### src/rtl/tpu_pkg.sv
// Shared TPU definitions: bus widths common with the instruction decoder,
// the systolic array size, and the weight loader state encoding.
package tpu_pkg;

   localparam int ADDR_W  = 13;
   localparam int DATA_W  = 8;
   localparam int ARRAY_N = 2;

   typedef enum logic [1:0] {
      IDLE  = 2'd0,
      FETCH = 2'd1,
      DRAIN = 2'd2,
      DONE  = 2'd3
   } wl_state_e;

endpackage

### src/rtl/rd_latency_pipe.sv
// Valid-bit delay line matching the read latency of the unified buffer.
// o_valid rises exactly DEPTH cycles after i_valid, aligned with read data.
module rd_latency_pipe #(
   parameter int DEPTH = 1
) (
   input  logic clk,
   input  logic reset,
   input  logic i_valid,
   output logic o_valid
);

   logic [DEPTH-1:0] r_pipe;

   generate
      for (genvar gi = 0; gi < DEPTH; gi++) begin : g_stage
         // Each stage takes the previous one; stage 0 takes the read strobe.
         always_ff @(posedge clk) begin
            if (!reset) begin
               r_pipe[gi] <= 1'b0;
            end else if (gi == 0) begin
               r_pipe[gi] <= i_valid;
            end else begin
               r_pipe[gi] <= r_pipe[(gi > 0) ? gi - 1 : 0];
            end
         end
      end
   endgenerate

   assign o_valid = r_pipe[DEPTH-1];

endmodule

### src/rtl/weight_loader.sv
// Weight tile loader: on a rising load_weight it reads an ARRAY_N x ARRAY_N
// tile from the unified buffer and writes it row by row into the systolic
// array weight registers, then pulses done. All outputs are registered.
module weight_loader #(
   parameter int ADDR_W      = tpu_pkg::ADDR_W,
   parameter int DATA_W      = tpu_pkg::DATA_W,
   parameter int ARRAY_N     = tpu_pkg::ARRAY_N,
   parameter int MEM_LATENCY = 1
) (
   input  logic                        clk,
   input  logic                        reset,
   input  logic                        load_weight,
   input  logic [ADDR_W-1:0]           base_address,
   output logic                        mem_rd_en,
   output logic [ADDR_W-1:0]           mem_rd_addr,
   input  logic [DATA_W-1:0]           mem_rd_data,
   output logic                        weight_wr,
   output logic [$clog2(ARRAY_N)-1:0]  weight_row,
   output logic [ARRAY_N*DATA_W-1:0]   weight_data,
   output logic                        busy,
   output logic                        done
);

   import tpu_pkg::*;

   localparam int NN     = ARRAY_N * ARRAY_N;
   localparam int CNT_W  = $clog2(NN + 1);
   localparam int ROW_W  = $clog2(ARRAY_N);
   localparam int ROWD_W = ARRAY_N * DATA_W;

   wl_state_e         r_state, w_state_next;
   logic              r_load_q;
   logic [ADDR_W-1:0] r_addr_q, w_addr_q_next;
   logic [CNT_W-1:0]  r_issue_cnt, w_issue_cnt_next;
   logic [ROW_W-1:0]  r_col, w_col_next;
   logic [ROW_W-1:0]  r_row, w_row_next;
   logic [ROWD_W-1:0] r_row_buf, w_row_buf_next, w_row_merged;
   logic              r_mem_rd_en, w_mem_rd_en_next;
   logic [ADDR_W-1:0] r_mem_rd_addr, w_mem_rd_addr_next;
   logic              r_weight_wr, w_weight_wr_next;
   logic [ROW_W-1:0]  r_weight_row, w_weight_row_next;
   logic [ROWD_W-1:0] r_weight_data, w_weight_data_next;
   logic              r_busy, w_busy_next;
   logic              r_done, w_done_next;
   logic              w_start;
   logic              w_rd_valid;

   // Only a fresh rising edge seen while idle starts a load; others are dropped.
   assign w_start = (r_state == IDLE) && load_weight && !r_load_q;

   rd_latency_pipe #(
      .DEPTH (MEM_LATENCY)
   ) u_rd_pipe (
      .clk     (clk),
      .reset   (reset),
      .i_valid (r_mem_rd_en),
      .o_valid (w_rd_valid)
   );

   // State and output registers; reset aborts any load and drops partial rows.
   always_ff @(posedge clk) begin
      if (!reset) begin
         r_state       <= IDLE;
         r_load_q      <= 1'b0;
         r_addr_q      <= '0;
         r_issue_cnt   <= '0;
         r_col         <= '0;
         r_row         <= '0;
         r_row_buf     <= '0;
         r_mem_rd_en   <= 1'b0;
         r_mem_rd_addr <= '0;
         r_weight_wr   <= 1'b0;
         r_weight_row  <= '0;
         r_weight_data <= '0;
         r_busy        <= 1'b0;
         r_done        <= 1'b0;
      end else begin
         r_state       <= w_state_next;
         r_load_q      <= load_weight;
         r_addr_q      <= w_addr_q_next;
         r_issue_cnt   <= w_issue_cnt_next;
         r_col         <= w_col_next;
         r_row         <= w_row_next;
         r_row_buf     <= w_row_buf_next;
         r_mem_rd_en   <= w_mem_rd_en_next;
         r_mem_rd_addr <= w_mem_rd_addr_next;
         r_weight_wr   <= w_weight_wr_next;
         r_weight_row  <= w_weight_row_next;
         r_weight_data <= w_weight_data_next;
         r_busy        <= w_busy_next;
         r_done        <= w_done_next;
      end
   end

   // Next-state logic: read issue sequencing plus row assembly of returned data.
   always_comb begin
      w_state_next       = r_state;
      w_addr_q_next      = r_addr_q;
      w_issue_cnt_next   = r_issue_cnt;
      w_col_next         = r_col;
      w_row_next         = r_row;
      w_row_buf_next     = r_row_buf;
      w_mem_rd_en_next   = 1'b0;
      w_mem_rd_addr_next = r_mem_rd_addr;
      w_weight_wr_next   = 1'b0;
      w_weight_row_next  = r_weight_row;
      w_weight_data_next = r_weight_data;
      w_busy_next        = r_busy;
      w_done_next        = 1'b0;

      w_row_merged = r_row_buf;
      w_row_merged[r_col*DATA_W +: DATA_W] = mem_rd_data;

      // Returned word fills the next column; the last column emits the row.
      if (w_rd_valid) begin
         if (r_col == ROW_W'(ARRAY_N - 1)) begin
            w_weight_wr_next   = 1'b1;
            w_weight_row_next  = r_row;
            w_weight_data_next = w_row_merged;
            w_col_next         = '0;
            w_row_next         = r_row + ROW_W'(1);
         end else begin
            w_row_buf_next = w_row_merged;
            w_col_next     = r_col + ROW_W'(1);
         end
      end

      case (r_state)
         IDLE: begin
            if (w_start) begin
               // First read goes out together with the start so the
               // strobe appears in the cycle right after start.
               w_addr_q_next      = base_address;
               w_issue_cnt_next   = CNT_W'(1);
               w_col_next         = '0;
               w_row_next         = '0;
               w_row_buf_next     = '0;
               w_mem_rd_en_next   = 1'b1;
               w_mem_rd_addr_next = base_address;
               w_busy_next        = 1'b1;
               w_state_next       = FETCH;
            end
         end
         FETCH: begin
            if (r_issue_cnt == CNT_W'(NN)) begin
               w_state_next = DRAIN;
            end else begin
               w_mem_rd_en_next   = 1'b1;
               w_mem_rd_addr_next = r_addr_q + ADDR_W'(r_issue_cnt);
               w_issue_cnt_next   = r_issue_cnt + CNT_W'(1);
            end
         end
         DRAIN: begin
            if (r_weight_wr && (r_weight_row == ROW_W'(ARRAY_N - 1))) begin
               w_done_next  = 1'b1;
               w_busy_next  = 1'b0;
               w_state_next = DONE;
            end
         end
         DONE: begin
            w_state_next = IDLE;
         end
         default: begin
            w_state_next = IDLE;
         end
      endcase
   end

   assign mem_rd_en   = r_mem_rd_en;
   assign mem_rd_addr = r_mem_rd_addr;
   assign weight_wr   = r_weight_wr;
   assign weight_row  = r_weight_row;
   assign weight_data = r_weight_data;
   assign busy        = r_busy;
   assign done        = r_done;

endmodule

### config.mk
export PLATFORM = sky130hd
export DESIGN_NAME = weight_loader
export DESIGN_NICKNAME = d
export VERILOG_FILES = /design/src/rtl/tpu_pkg.sv /design/src/rtl/rd_latency_pipe.sv /design/src/rtl/weight_loader.sv
export SDC_FILE = /design/constraint.sdc
export NUM_CORES = 1
export LEC_CHECK = 0
export BUFFER_PORTS_ARGS = -buffer_cell sky130_fd_sc_hd__buf_2
export CORE_UTILIZATION = 40
export DETAILED_ROUTE_END_ITERATION = 6
export PLACE_DENSITY = 0.66
export SLEW_MARGIN = 15
export SYNTH_ARGS = -nofsm -noshare
export SYNTH_HDL_FRONTEND = slang
export SYNTH_SLANG_ARGS = --single-unit
export TNS_END_PERCENT = 50
### constraint.sdc
create_clock -name clk -period 3.37 [get_ports clk]
set_input_delay 0.5055 -clock clk [delete_from_list [all_inputs] [get_ports clk]]
set_output_delay 0.5055 -clock clk [all_outputs]
set_load 0.1 [all_outputs]
* Word level (Yosys, flattened, before mapping)
Index checks and enable logic that the tools add are counted.
** Word-level totals
- Input bits :: 24
- Memories kept :: 0
- Memory bits (writable) :: 0
- ROM bits :: 0
- Latch bits :: 0
- Logic and storage cells :: 75
- Flip-flop bits (word level) :: 72
** Cells by class
- Multiplexer cells :: 31
- Bitwise operators :: 0
- $add $sub $neg :: 5
- Divide/modulo/power cells :: 0
- Shift operators :: 2
- $mul :: 0
- Equality and inequality tests :: 8
- Reduce and logical (&&, ||, !) cells :: 14
- $lt $le $gt $ge :: 0
** Operator list (count)
- $mux W16 :: 4
- $neg A4 Y34 :: 1
- $shift A8 B34 Y16 const A :: 1
- $shiftx A8 B34 Y16 :: 1
- $mux W13 :: 2
- $pmux W13 S2 :: 1
- $bwmux W16 :: 1
- $mux W1 :: 14
- $add A13 B3 Y13 :: 1
- $reduce_and A3 Y1 :: 3
- $ne A2 B2 Y1 const B :: 4
- $pmux W2 S4 :: 1
- $reduce_and A2 Y1 :: 4
- $mux W2 :: 3
- $mux W3 :: 2
- $pmux W3 S2 :: 1
- $eq A2 B2 Y1 const B :: 2
- $pmux W1 S2 :: 2
- $reduce_bool A2 Y1 :: 2
- $add A3 B1 Y3 const B :: 1
- $eq A3 B3 Y1 const B :: 1
- $logic_and A1 B1 Y1 :: 3
- $add A1 B1 Y1 const B :: 2
- $eq A2 B1 Y1 const B :: 1
- 2 further kinds :: 2

* Depth between registers and ports, before layout
Gate-level depths: netlist of run 1.
- Depth after elaboration :: 7
- Depth in mapped cells :: 8
- Mapped depth without buffers :: 8

* Modules after synthesis
Synthesis of run 1 repeated with hierarchy kept, for this count alone.
** Second synthesis, totals
- Cell total of the unflattened synthesis :: 336
- Area total of the unflattened synthesis :: 3099.2 um^2
** By module, submodules not included
- weight_loader :: cells an instance 334, area each 3072.9 um^2, times used 1
- rd_latency_pipe :: cells an instance 2, area each 26.3 um^2, times used 1

* Worst setup path after synthesis of run 1
No wires, ideal clock.
- Kind :: reg2reg
- From :: register r_weight_row, in the netlist weight_row
- To :: register r_state[1]
- Arrival time :: 1.719 ns
- Setup time :: 0.128 ns
- Period minus slack after synthesis :: 1.847 ns
- Stages on the path, launching flop included :: 5
- Path slack :: 1.523 ns
- Buffers on the path :: 0
- Path through :: dfxtp_1 > nand2_1 > a211oi_1 > mux2i_1 > nor2_1
** On the way
- Word-level cells in the longest chain between the ends :: 3
** Ends and longest elaborated chain
- from (decl) :: RTL line weight_loader.sv:41 : logic [ROW_W-1:0] r_weight_row, w_weight_row_next;
- from (signal assigned) :: RTL line weight_loader.sv:88 : r_weight_row <= w_weight_row_next;
- $logic_and A1 B1 Y1 :: RTL line weight_loader.sv:154 : if (r_weight_wr && (r_weight_row == ROW_W'(ARRAY_N - 1))) begin
- $ne A2 B2 Y1 (no source line)
- $reduce_and A3 Y1 (no source line)
- to (signal assigned) :: RTL line weight_loader.sv:78 : r_state <= w_state_next;
- to (decl) :: RTL line weight_loader.sv:31 : wl_state_e r_state, w_state_next;
Every way passes these cells.
A chain may end at the register's enable or synchronous reset.

* Worst setup path after layout of run 1
- From :: register r_state[1]
- To :: register r_issue_cnt[0]
** On the way
- Word-level cells in the longest chain between the ends :: 5
** Ends and longest elaborated chain
- $logic_not A2 Y1 :: RTL line weight_loader.sv:49, weight_loader.sv:128
- $logic_and A1 B1 Y1 (2 in series) :: RTL line weight_loader.sv:49 : assign w_start = (r_state == IDLE) && load_weight && !r_load_q;
- $ne A2 B2 Y1 (no source line)
- $reduce_and A3 Y1 (no source line)
- to (signal assigned) :: RTL line weight_loader.sv:81 : r_issue_cnt <= w_issue_cnt_next;
- to (decl) :: RTL line weight_loader.sv:34 : logic [CNT_W-1:0] r_issue_cnt, w_issue_cnt_next;
Several ways; a longest one is shown, not always the timed one.

==> key figures, run 1 <==
Timing
  • Worst Clk Skew: just over 0.009 ns
  • Final-layout setup total negative slack: 0 ns
  • Final-report setup violation count: 0
  • FMAX: 458 MHz
  • Final worst-path cycle share: approximately two thirds
  • Post-route minimum period: about 2.2 ns
  • RSZ-0062 raised after global routing: false
  • Slew Limit Headroom: around 28%
  • Final slew viol count: 0
  • Final count of hold timing violations: 0
  • Transition time at the pin with the least slew margin: 1.08 ns

Cells and area
  • Number of inserted diodes: 0
  • Fraction of layout instances using a drive strength above 1: between 20% and 30%
  • Number of nets in the layout: 421
  • Commonest cells after routing, fill and taps aside: 72 x dfxtp_1, 57 x buf_2, 40 x nor2_1
  • Number of fill cells: around 700
  • Final cell count without fillers: ~490
  • Syn-to-layout area delta: 18.5%
  • Finished Core Util: 49.9%
  • Most common cell after layout, fill and taps aside: dfxtp_1

Detailed routing
  • Aggregate routed wire length: roughly 6.8 mm
  • Post-DR vias/cell: 5.13
  • Total DRC errors in the routed layout: 0
  • Via count: 2520
  • Number of detailed-routing iterations run before antenna repair: 4
  • DR iter-0 viols: about 130
  • Per-cell routed wire length: between 10 and 15 um
  • Antenna-violating nets left: 0

Floorplan
  • Vert. Die Dim: 90.3 um
  • Standard-cell rows: 31
  • Horiz. Die Dim: 90.3 um
  • Total core area: between 7000 and 8000 um^2
  • Count of boundary I/O pins: 58
  • Area of the die: between 8000 and 9000 um^2
  • Initial core utilization: roughly 42%

Critical path
  • Cell-by-cell listing of the critical path: inv_1, ha_1, a21bo_2, nor2_1, mux2_2, nor2_1
  • Worst R2R Setup Slack: 1.19 ns
  • Buffers plus inverters on the worst setup path: 1
  • CP delay by family, top: simple AND/OR/NAND/NOR gates
  • Slowest cell delay on critical path: 0.62 ns
  • Endpoint kind of the worst setup timing path: register
  • Critical path arrival: between 2 and 2.5 ns
  • Most numerous cell on the critical path: nor2_1
  • Crit Path Category: reg2reg
  • Crit-path slowest cell: nor2_1
  • Required time at the worst-slack endpoint: roughly 3.6 ns
  • Worst Setup Start Kind: register
  • Crit Path Max Fanout: 13

Clock tree
  • Number of CTS-inserted buffers: 9
  • Clock Path Buffers: 2
  • Post-CTS Setup Bufs: 0
  • Post-CTS clock slew at the launch and capture registers of the worst setup and hold paths: roughly 0.080 ns
  • Number of clock sinks seen by CTS: 72
  • Clock tree from TritonCTS: built
  • Clock Latency Late Sink: 0.35 ns
  • Quantity of hold-fixing buffers added after cts: 0
  • Cell at the root of the clock tree: clkbuf_8
  • H-Tree Depth: 3
  • Resize count post-CTS: 0

Global route
  • Antenna violations before repair: 0
  • GRT Residual Overflow: 0
  • Global-route wire length before repair: around 11 mm
  • Pin count of the biggest net entering global routing: 45
  • GRT Overall Usage: approximately 17%
  • Via count of the first global-routing pass: ~2300

Power and ir drop
  • Worst IR drop on VDD: 0.000436 V
  • Pleak: between 0.0015 and 0.002 uW
  • Cell internal power dissipation: between 1500 and 2000 uW
  • Total power: 3260 uW
  • Comb power frac: 41.8%
  • Sw Pwr: roughly 1400 uW
  • Relative contribution of the clock network to total power: approximately a quarter
  • Fraction of power spent switching nets: 44.2%
  • Share of total power in sequential cells: approximately 33%
  • Power density over cell area: roughly 880 nW/um^2

Synthesis
  • Top cell type's share of synthesized area: 46.2%
  • Synthesis-stage register bit count: 72
  • Main area contributors after synthesis: dfxtp_1 46%, mux2i_1 8.3%, nor2_1 4.8%, a211oi_1 4.6%, nand2_1 4.5%
  • Netlist cell types: 48
  • Per-instance average area after synthesis: 9.25 um^2
  • Post-Synthesis Net Count: 371
  • Dominant register cell in the synthesized netlist: dfxtp_1
  • Synthesized area: between 3000 and 4000 um^2
  • Share of synthesized area occupied by flip-flops and latches: between 40 and 50%
  • Cell count after synthesis: 337
  • Number of enable-type register cells in the synthesized netlist: 0
  • Count of yosys warnings during synthesis: 0
  • Fraction of synthesis flops using an asynchronous set or reset pin: 0%
  • Most area-hungry cell type in the Yosys netlist: dfxtp_1

Run status
  • Status: finished, final reports clean

Place
  • Final estimated routing congestion in global placement: just under 0.8
  • Inst Count DP: 475
  • IO Port Bufs: 57
  • Post-detailed-placement half-perimeter wirelength: between 4 and 5 mm

Run
  • Max Cap Violations: 0

Min path
  • Worst hold-check path type: in2reg
[power by group through the flow]
stage,clock (uW),sequential (uW),combinational [uW]
final,825,1070,1360
after global routing,892,1090,1460
after CTS,845,1070,1370
after detailed placement,0,1090,1360
after global placement,0,1090,1350
after floorplan,0,1630,608
[layer usage]
layer	part of all wire, %	vias up	track usage [%]
li1	-	1283	-
met1	49	1158	22.6
met2	45	72	27.8
met3	5.2	7	5.56
met4	0.82	0	3.36
met5	0	-	0
[path summary, 6_finish.rpt]
kind                                  startpoint        endpoint  cells after the start
worst min register to register       r_addr_q[0]     r_addr_q[0]                      2
worst max-delay path                  r_state[1]  r_issue_cnt[0]                      6
worst max register to register        r_state[1]  r_issue_cnt[0]                      6
worst min-delay path            base_address[10]    r_addr_q[10]                      3
[state kept, by name, indices dropped and copies added, names as in the netlist]
signal / flops
busy: 1
r_load_q: 1
weight_wr: 1
weight_row: 1
r_row: 1
mem_rd_addr: 13
r_issue_cnt: 3
mem_rd_en: 1
r_state: 2
r_col: 1
u_rd_pipe.o_valid: 1
done: 1
r_addr_q: 13
r_row_buf: 16
weight_data: 16
[final cells by class]
type | instances | area [um^2] | area share [%]
clock buffer | 10 | 128 | 3.46
sequential | 72 | 1440 | 39.0
tap | 99 | 124 | 3.35
inverter | 7 | 26.3 | 0.711
clock inverter | 6 | 115 | 3.12
timing repair buffer | 60 | 308 | 8.33
multi-input combinational | 237 | 1550 | 42.0
[cells by family (layout without fill, tap and decap cells)]
logic type | after synthesis | count (layout) | synth area share [%]
buffers and inverters | 28 | 83 | 4.01
AO/OA/AOI/OAI | 70 | 70 | 15.8
adder cells (fa/ha/maj) | 10 | 10 | 4.25
multiplexers | 27 | 27 | 8.71
flip-flops | 72 | 72 | 46.2
XOR/XNOR | 12 | 12 | 3.37
AND/OR/NAND/NOR | 118 | 118 | 17.6
[synth_stat cells (all sizes together) (2+ instances only)]
cell type	n
nand3	11
dfxtp	72
xor2	8
and2	6
inv	7
buf	9
a21boi	2
nand2	37
mux2i	26
a21oi	26
o21ai	5
a22oi	2
nand2b	4
clkbuf	12
a211oi	20
and3	10
o221ai	2
nor2	40
xnor2	4
nor3	5
o211ai	3
ha	9
a222oi	2
a31o	2
o31ai	3
[stage by stage]
stage	instance area, um^2	hold WS (ns)	setup slack, ns
finish	3690	0.413	1.19
global route	3690	0.402	0.967
CTS	3690	0.399	1.22
detailed placement	3450	0.459	1.24
global placement	3450	0.455	1.32
floorplan	3120	0.441	1.52
[worst register-to-register path: cells and delay by family (launching register included)]
| family | cells | cell delay, ns |
|---|---|---|
| adders and majority gates | 1 | 0.39 |
| DFF | 1 | 0.33 |
| muxes | 1 | 0.28 |
| buffers and inverters | 1 | 0.08 |
| and+or+nand+nor | 2 | 0.66 |
| AOI/OAI and AO/OA | 1 | 0.32 |
Note: power is estimated with default switching activity, not from simulation.
==> run 2: changes to the inputs <==
--- a/config.mk
+++ b/config.mk
@@ -5,10 +5,11 @@
 export SDC_FILE = /design/constraint.sdc
 export NUM_CORES = 1
 export LEC_CHECK = 0
+export ABC_AREA = 1
 export BUFFER_PORTS_ARGS = -buffer_cell sky130_fd_sc_hd__buf_2
 export CORE_UTILIZATION = 40
 export DETAILED_ROUTE_END_ITERATION = 6
-export PLACE_DENSITY = 0.66
+export PLACE_DENSITY = 0.65
 export SLEW_MARGIN = 15
 export SYNTH_ARGS = -nofsm -noshare
 export SYNTH_HDL_FRONTEND = slang
==> constraint.sdc (replaced) <==
create_clock -name clk -period 2.19 [get_ports clk]
set_input_delay 0.3285 -clock clk [delete_from_list [all_inputs] [get_ports clk]]
set_output_delay 0.3285 -clock clk [all_outputs]
set_load 0.1 [all_outputs]
==> key figures, run 2 <==
Run status
  • Status: finished, final reports clean

Critical path
  • Cell-by-cell listing of the critical path: ha_1, inv_1, fa_1, o21ai_4, nand2_1, a21oi_1, o21ai_1, nand2_1, inv_1
  • Slowest cell delay on critical path: 0.44 ns
  • Crit Path Category: reg2reg
  • Crit-path slowest cell: fa_1
  • Worst setup startpoint: r_issue_cnt[0]
  • Crit Path Max Fanout: 9
  • Endpoint kind of the worst setup timing path: register
  • Critical path arrival: about 2.1 ns
  • Required time at the worst-slack endpoint: ~2.5 ns
  • Worst Setup Start Kind: register
  • FF-to-FF path depth: 9
  • Worst flop-to-flop path startpoint: r_issue_cnt[0]

Synthesis
  • Synthesis-stage register bit count: 72
  • Share of synthesized area occupied by flip-flops and latches: roughly 44%
  • Per-instance average area after synthesis: between 7 and 8 um^2
  • Cell count after synthesis: between 400 and 500
  • Fraction of synthesis flops using an asynchronous set or reset pin: 0%
  • Post-Synthesis Net Count: around 480
  • Synth cell count leaders: 76 x nand2_1, 72 x dfxtp_1, 72 x nor2_1
  • Netlist cell types: 34
  • Most common cell in the netlist: nand2_1
  • Most area-hungry cell type in the Yosys netlist: dfxtp_1
  • Main area contributors after synthesis: dfxtp_1 44%, nand2_1 8.6%, nor2_1 8.2%, inv_1 6.4%, a21oi_1 5.0%
  • Dominant register cell in the synthesized netlist: dfxtp_1
  • Count of yosys warnings during synthesis: 0
  • Synthesized area: around 3300 um^2
  • Top cell type's share of synthesized area: about 44%
  • Number of enable-type register cells in the synthesized netlist: 0

Run
  • Max Cap Violations: 0

Clock tree
  • Number of CTS-inserted buffers: 9
  • Quantity of hold-fixing buffers added after cts: 0
  • Resize count post-CTS: 0
  • Clock Path Buffers: 2
  • Clock Latency Late Sink: roughly 0.35 ns
  • Post-CTS clock slew at the launch and capture registers of the worst setup and hold paths: 0.08 ns
  • Number of clock sinks seen by CTS: 72
  • Cell at the root of the clock tree: clkbuf_8
  • Clock tree from TritonCTS: built
  • Post-CTS Setup Bufs: 0
  • H-Tree Depth: 3

Timing
  • Slew Limit Headroom: between 60% and 70%
  • Transition time at the pin with the least slew margin: around 0.51 ns
  • Final count of hold timing violations: 0
  • RSZ-0062 raised after global routing: false
  • Worst Clk Skew: 0.0101 ns
  • Final worst-path cycle share: approximately 86%
  • FMAX: ~530 MHz
  • Final-report setup violation count: 0
  • Post-route worst setup slack: roughly 0.31 ns
  • Final slew viol count: 0
  • Post-route minimum period: approximately 1.9 ns
  • Final-layout setup total negative slack: 0 ns

Detailed routing
  • Number of detailed-routing iterations run before antenna repair: 4
  • Via count: ~3000
  • Post-DR vias/cell: ~5
  • Total DRC errors in the routed layout: 0
  • Per-cell routed wire length: 12.7 um
  • Aggregate routed wire length: 7.71 mm
  • DR iter-0 viols: between 150 and 200
  • Antenna-violating nets left: 0

Global route
  • Pin count of the biggest net entering global routing: 27
  • Via count of the first global-routing pass: 2723
  • GRT Overall Usage: between 10% and 20%
  • Antenna violations before repair: 0
  • Global-route wire length before repair: roughly 13 mm
  • GRT Residual Overflow: 0

Power and ir drop
  • Sw Pwr: approximately 2300 uW
  • Share of total power in sequential cells: a little over a third
  • Relative contribution of the clock network to total power: around a fifth
  • Comb power frac: between 40% and 50%
  • Pleak: ~0.0018 uW
  • Power density over cell area: ~1200 nW/um^2
  • Fraction of power spent switching nets: between 40% and 50%
  • Cell internal power dissipation: between 2000 and 2500 uW
  • Worst IR drop on VDD: between 0.0005 and 0.0006 V

Cells and area
  • Number of inserted diodes: 0
  • Commonest cells after routing, fill and taps aside: 76 x nand2_1, 72 x nor2_1, 72 x dfxtp_1
  • Fraction of layout instances using a drive strength above 1: around 20%
  • Most common cell after layout, fill and taps aside: nand2_1
  • Number of nets in the layout: about 540
  • Number of fill cells: between 800 and 900
  • Syn-to-layout area delta: 15.8%

Floorplan
  • Horiz. Die Dim: between 90 and 100 um
  • Total core area: approximately 7800 um^2
  • Count of boundary I/O pins: 58
  • Area of the die: 8630 um^2
  • Vert. Die Dim: 92.9 um
  • Initial core utilization: 42.1%
  • Standard-cell rows: 32

Min path
  • Startpoint of the tightest hold check path: load_weight
  • Worst hold-check path type: in2reg
  • Instance count along the most critical hold path: 3

Place
  • Final estimated routing congestion in global placement: about 0.85
  • IO Port Bufs: 57
  • Post-detailed-placement half-perimeter wirelength: 5.49 mm
  • Pre-CTS setup slack: 0.343 ns
## run 2: per-layer routing
metal / vias up / wire [um] / share of wire (%) / GRT usage, %
li1: 1545 / - / - / -
met1: 1350 / 3800 / 49 / 27.4
met2: 78 / 3300 / 43 / 28.0
met3: 11 / 504 / 6.5 / 4.11
met4: 0 / 118 / 1.5 / 8.08
met5: - / 0 / 0 / 0
## run 2: kinds of logic (layout without fill, tap and decap cells)
logic type               count (synthesis)  count (layout)  synth area share [%]
AND/OR/NAND/NOR                        191             191                  25.2
AO/OA/AOI/OAI                           89              89                  15.6
buffers and inverters                   79             140                  10.5
flip-flops                              72              72                  43.6
adder cells (fa/ha/maj)                 10              10                  4.01
XOR/XNOR                                 4               4                  1.06
## run 2: critical path: cells and delay by family (launching register included)
family          cells  cell delay [ns]
compound gates      3             0.52
fa+ha+maj           2             0.64
buf+inv             2             0.10
flops               1             0.37
simple gates        2             0.18
## run 2: path summary, 6_finish.rpt
kind,slack [ns],end
setup / recovery,0.31,mem_rd_addr[8]
hold / removal,0.21,r_load_q
setup reg to reg,0.31,mem_rd_addr[8]
hold reg to reg,0.43,r_row_buf[15]
## run 2: power by group through the flow
| stage | logic (uW) | clock network [uW] | registers, uW |
|---|---|---|---|
| 2_1_floorplan | 1030 | 0 | 2390 |
| 3_3_place_gp | 2040 | 0 | 1690 |
| 3_5_place_dp | 2060 | 0 | 1700 |
| 4_1_cts | 2070 | 962 | 1670 |
| 5_1_grt | 2250 | 1020 | 1690 |
| 6_report | 2060 | 940 | 1670 |
## run 2: per-stage QoR
stage | cell area, um^2 | power, uW | hold WS [ns] | instances | util [%]
final | 3820 | 4670 | 0.208 | 608 | 48.7
after global routing | 3820 | 4960 | 0.212 | 608 | 48.7
after CTS | 3820 | 4700 | 0.206 | 608 | 48.7
after detailed placement | 3650 | 3760 | 0.421 | 592 | 46.6
after global placement | 3650 | 3730 | 0.414 | 592 | 46.6
after floorplan | 3300 | 3420 | 0.408 | 445 | -
## run 2: cell type report
| type | instances | area (um^2) | area share, % |
|---|---|---|---|
| tap | 102 | 128 | 3.34 |
| multi-input combinational | 294 | 1520 | 39.6 |
| timing repair buffer | 63 | 330 | 8.64 |
| clock buffer | 10 | 128 | 3.34 |
| sequential | 72 | 1440 | 37.7 |
| inverter | 61 | 239 | 6.25 |
| clock inverter | 6 | 43.8 | 1.14 |
==> run 3: changes to the inputs <==
--- a/config.mk
+++ b/config.mk
@@ -7,9 +7,10 @@
 export LEC_CHECK = 0
 export ABC_AREA = 1
 export BUFFER_PORTS_ARGS = -buffer_cell sky130_fd_sc_hd__buf_2
-export CORE_UTILIZATION = 40
+export CORE_MARGIN = 3
+export CORE_UTILIZATION = 55
 export DETAILED_ROUTE_END_ITERATION = 6
-export PLACE_DENSITY = 0.65
+export PLACE_DENSITY = 0.84
 export SLEW_MARGIN = 15
 export SYNTH_ARGS = -nofsm -noshare
 export SYNTH_HDL_FRONTEND = slang
==> key figures, run 3 (synthesis results as in run 2) <==
Run status
  • Status: finished, final reports clean

Place
  • Post-place instance area: between 3000 and 4000 um^2
  • Final estimated routing congestion in global placement: roughly 0.92
  • IO Port Bufs: 57
  • Post-detailed-placement half-perimeter wirelength: between 5 and 6 mm
  • Inst Count DP: between 500 and 600

Clock tree
  • Quantity of hold-fixing buffers added after cts: 0
  • Number of clock sinks seen by CTS: slightly above 70
  • Clock tree from TritonCTS: built
  • Cell at the root of the clock tree: clkbuf_8
  • Clock Latency Late Sink: 0.35 ns
  • Resize count post-CTS: 0
  • Number of CTS-inserted buffers: 9
  • Post-CTS clock slew at the launch and capture registers of the worst setup and hold paths: ~0.080 ns
  • Post-CTS Setup Bufs: 0
  • Clock Path Buffers: 2
  • H-Tree Depth: 3

Detailed routing
  • Antenna-violating nets left: 0
  • DR iter-0 viols: ~240
  • Number of detailed-routing iterations run before antenna repair: 7
  • Aggregate routed wire length: between 7 and 8 mm
  • Total DRC errors in the routed layout: 0
  • Post-DR vias/cell: 5.23
  • Via count: between 3000 and 4000
  • Per-cell routed wire length: ~13 um

Timing
  • Final-report setup violation count: 0
  • Final-layout setup total negative slack: 0 ns
  • Post-route minimum period: a little under 2 ns
  • Transition time at the pin with the least slew margin: just under 0.5 ns
  • RSZ-0062 raised after global routing: false
  • Worst Clk Skew: approximately 0.01 ns
  • FMAX: slightly above 500 MHz
  • Slew Limit Headroom: between 60 and 70%
  • Final slew viol count: 0
  • Final worst-path cycle share: 89.3%
  • Final count of hold timing violations: 0

Critical path
  • Buffers plus inverters on the worst setup path: 2
  • Crit-path slowest cell: fa_1
  • R2r endpoint: mem_rd_addr[8]
  • Slowest cell delay on critical path: around 0.44 ns
  • Critical path arrival: ~2.2 ns
  • FF-to-FF path depth: 9
  • Crit Path Category: reg2reg
  • CP delay by family, top: adder cells
  • Cell-by-cell listing of the critical path: ha_1, inv_1, fa_1, o21ai_4, nand2_1, a21oi_1, o21ai_1, nand2_1, inv_1
  • Worst Setup Start Kind: register
  • Worst flop-to-flop path startpoint: r_issue_cnt[0]
  • Endpoint kind of the worst setup timing path: register
  • Worst R2R Setup Slack: roughly 0.23 ns
  • Required time at the worst-slack endpoint: between 2 and 2.5 ns
  • Crit Path Max Fanout: 9

Cells and area
  • Most common cell after layout, fill and taps aside: nand2_1
  • Fraction of layout instances using a drive strength above 1: about a fifth
  • Finished Core Util: roughly two thirds
  • Final cell count without fillers: 577
  • Number of fill cells: approximately 500
  • Number of nets in the layout: ~530
  • Sequential cell area: between 1000 and 1500 um^2
  • Area taken by multi-input logic gates: between 1500 and 2000 um^2
  • Post-route cell area: about 3800 um^2
  • Commonest cells after routing, fill and taps aside: 76 x nand2_1, 72 x nor2_1, 72 x dfxtp_1
  • Syn-to-layout area delta: 16.1%
  • Number of inserted diodes: 0

Run
  • Max Cap Violations: 0

Power and ir drop
  • Worst IR drop on VDD: between 0.0008 and 0.0009 V
  • Pleak: about 0.0018 uW
  • Power density over cell area: ~1300 nW/um^2

Floorplan
  • Vert. Die Dim: between 80 and 90 um
  • Area of the die: around 7000 um^2
  • Standard-cell rows: 27
  • Horiz. Die Dim: 83.5 um
  • Initial core utilization: 58.2%
  • Total core area: ~5700 um^2
  • Count of boundary I/O pins: 58

Global route
  • Pin count of the biggest net entering global routing: 27
  • GRT Residual Overflow: 0
  • Global-route wire length before repair: roughly 13 mm
  • GRT Overall Usage: between 20% and 30%
  • Antenna violations before repair: 0
  • Via count of the first global-routing pass: about 2900

Min path
  • Worst hold-check path type: in2reg
  • Startpoint of the tightest hold check path: load_weight
  • Instance count along the most critical hold path: 3
  • Hold-critical path endpoint: r_load_q
-- run 3: stage by stage --
step / total power, uW / setup WS [ns] / hold WS [ns]
2_1_floorplan: 3420 / 0.479 / 0.408
3_3_place_gp: 3700 / 0.419 / 0.416
3_5_place_dp: 3760 / 0.311 / 0.429
4_1_cts: 4940 / 0.250 / 0.209
5_1_grt: 5190 / 0.0909 / 0.218
6_report: 4930 / 0.233 / 0.209
-- run 3: layout make-up --
class	instances	share of cell area, %
multi-input cells	294	39.5
repair buffers	62	8.42
clock buffers	9	3.23
inverters	61	6.23
well taps	72	2.35
flip-flops and latches	72	37.6
clock inverters	7	2.68
-- run 3: worst reg2reg max path: cells and delay by family, from the launching register on --
kind                     cells  cell delay, ns
AO/OA/AOI/OAI                3            0.54
adder cells (fa/ha/maj)      2            0.64
AND/OR/NAND/NOR              2            0.20
buffers and inverters        2            0.10
flip-flops                   1            0.37
-- run 3: worst max path at each step --
stage / start / to / cells after the start
after floorplan: weight_row / r_state[1] / 7
after detailed placement: r_issue_cnt[0] / mem_rd_addr[8] / 9
after global routing: r_issue_cnt[0] / mem_rd_addr[8] / 9
after CTS: r_issue_cnt[0] / mem_rd_addr[8] / 9
final: r_issue_cnt[0] / mem_rd_addr[8] / 9
after global placement: r_issue_cnt[0] / mem_rd_addr[8] / 9
-- run 3: where the power goes --
part | internal [uW] | total, uW | leakage (uW) | switching [uW]
registers | 1520 | 1660 | 0.000587 | 140
logic | 481 | 2090 | 0.00112 | 1600
clock network | 653 | 1190 | 0.000110 | 533
total | 2650 | 4930 | 0.00181 | 2280
-- run 3: routing by layer --
metal	part of all wire (%)	global-route usage (%)	up-vias	wire length, um
li1	-	-	1536	-
met1	48	31.8	1371	3690
met2	45	35.9	91	3450
met3	5.9	4.44	18	452
met4	1.6	9.50	0	125
met5	0	0	-	0
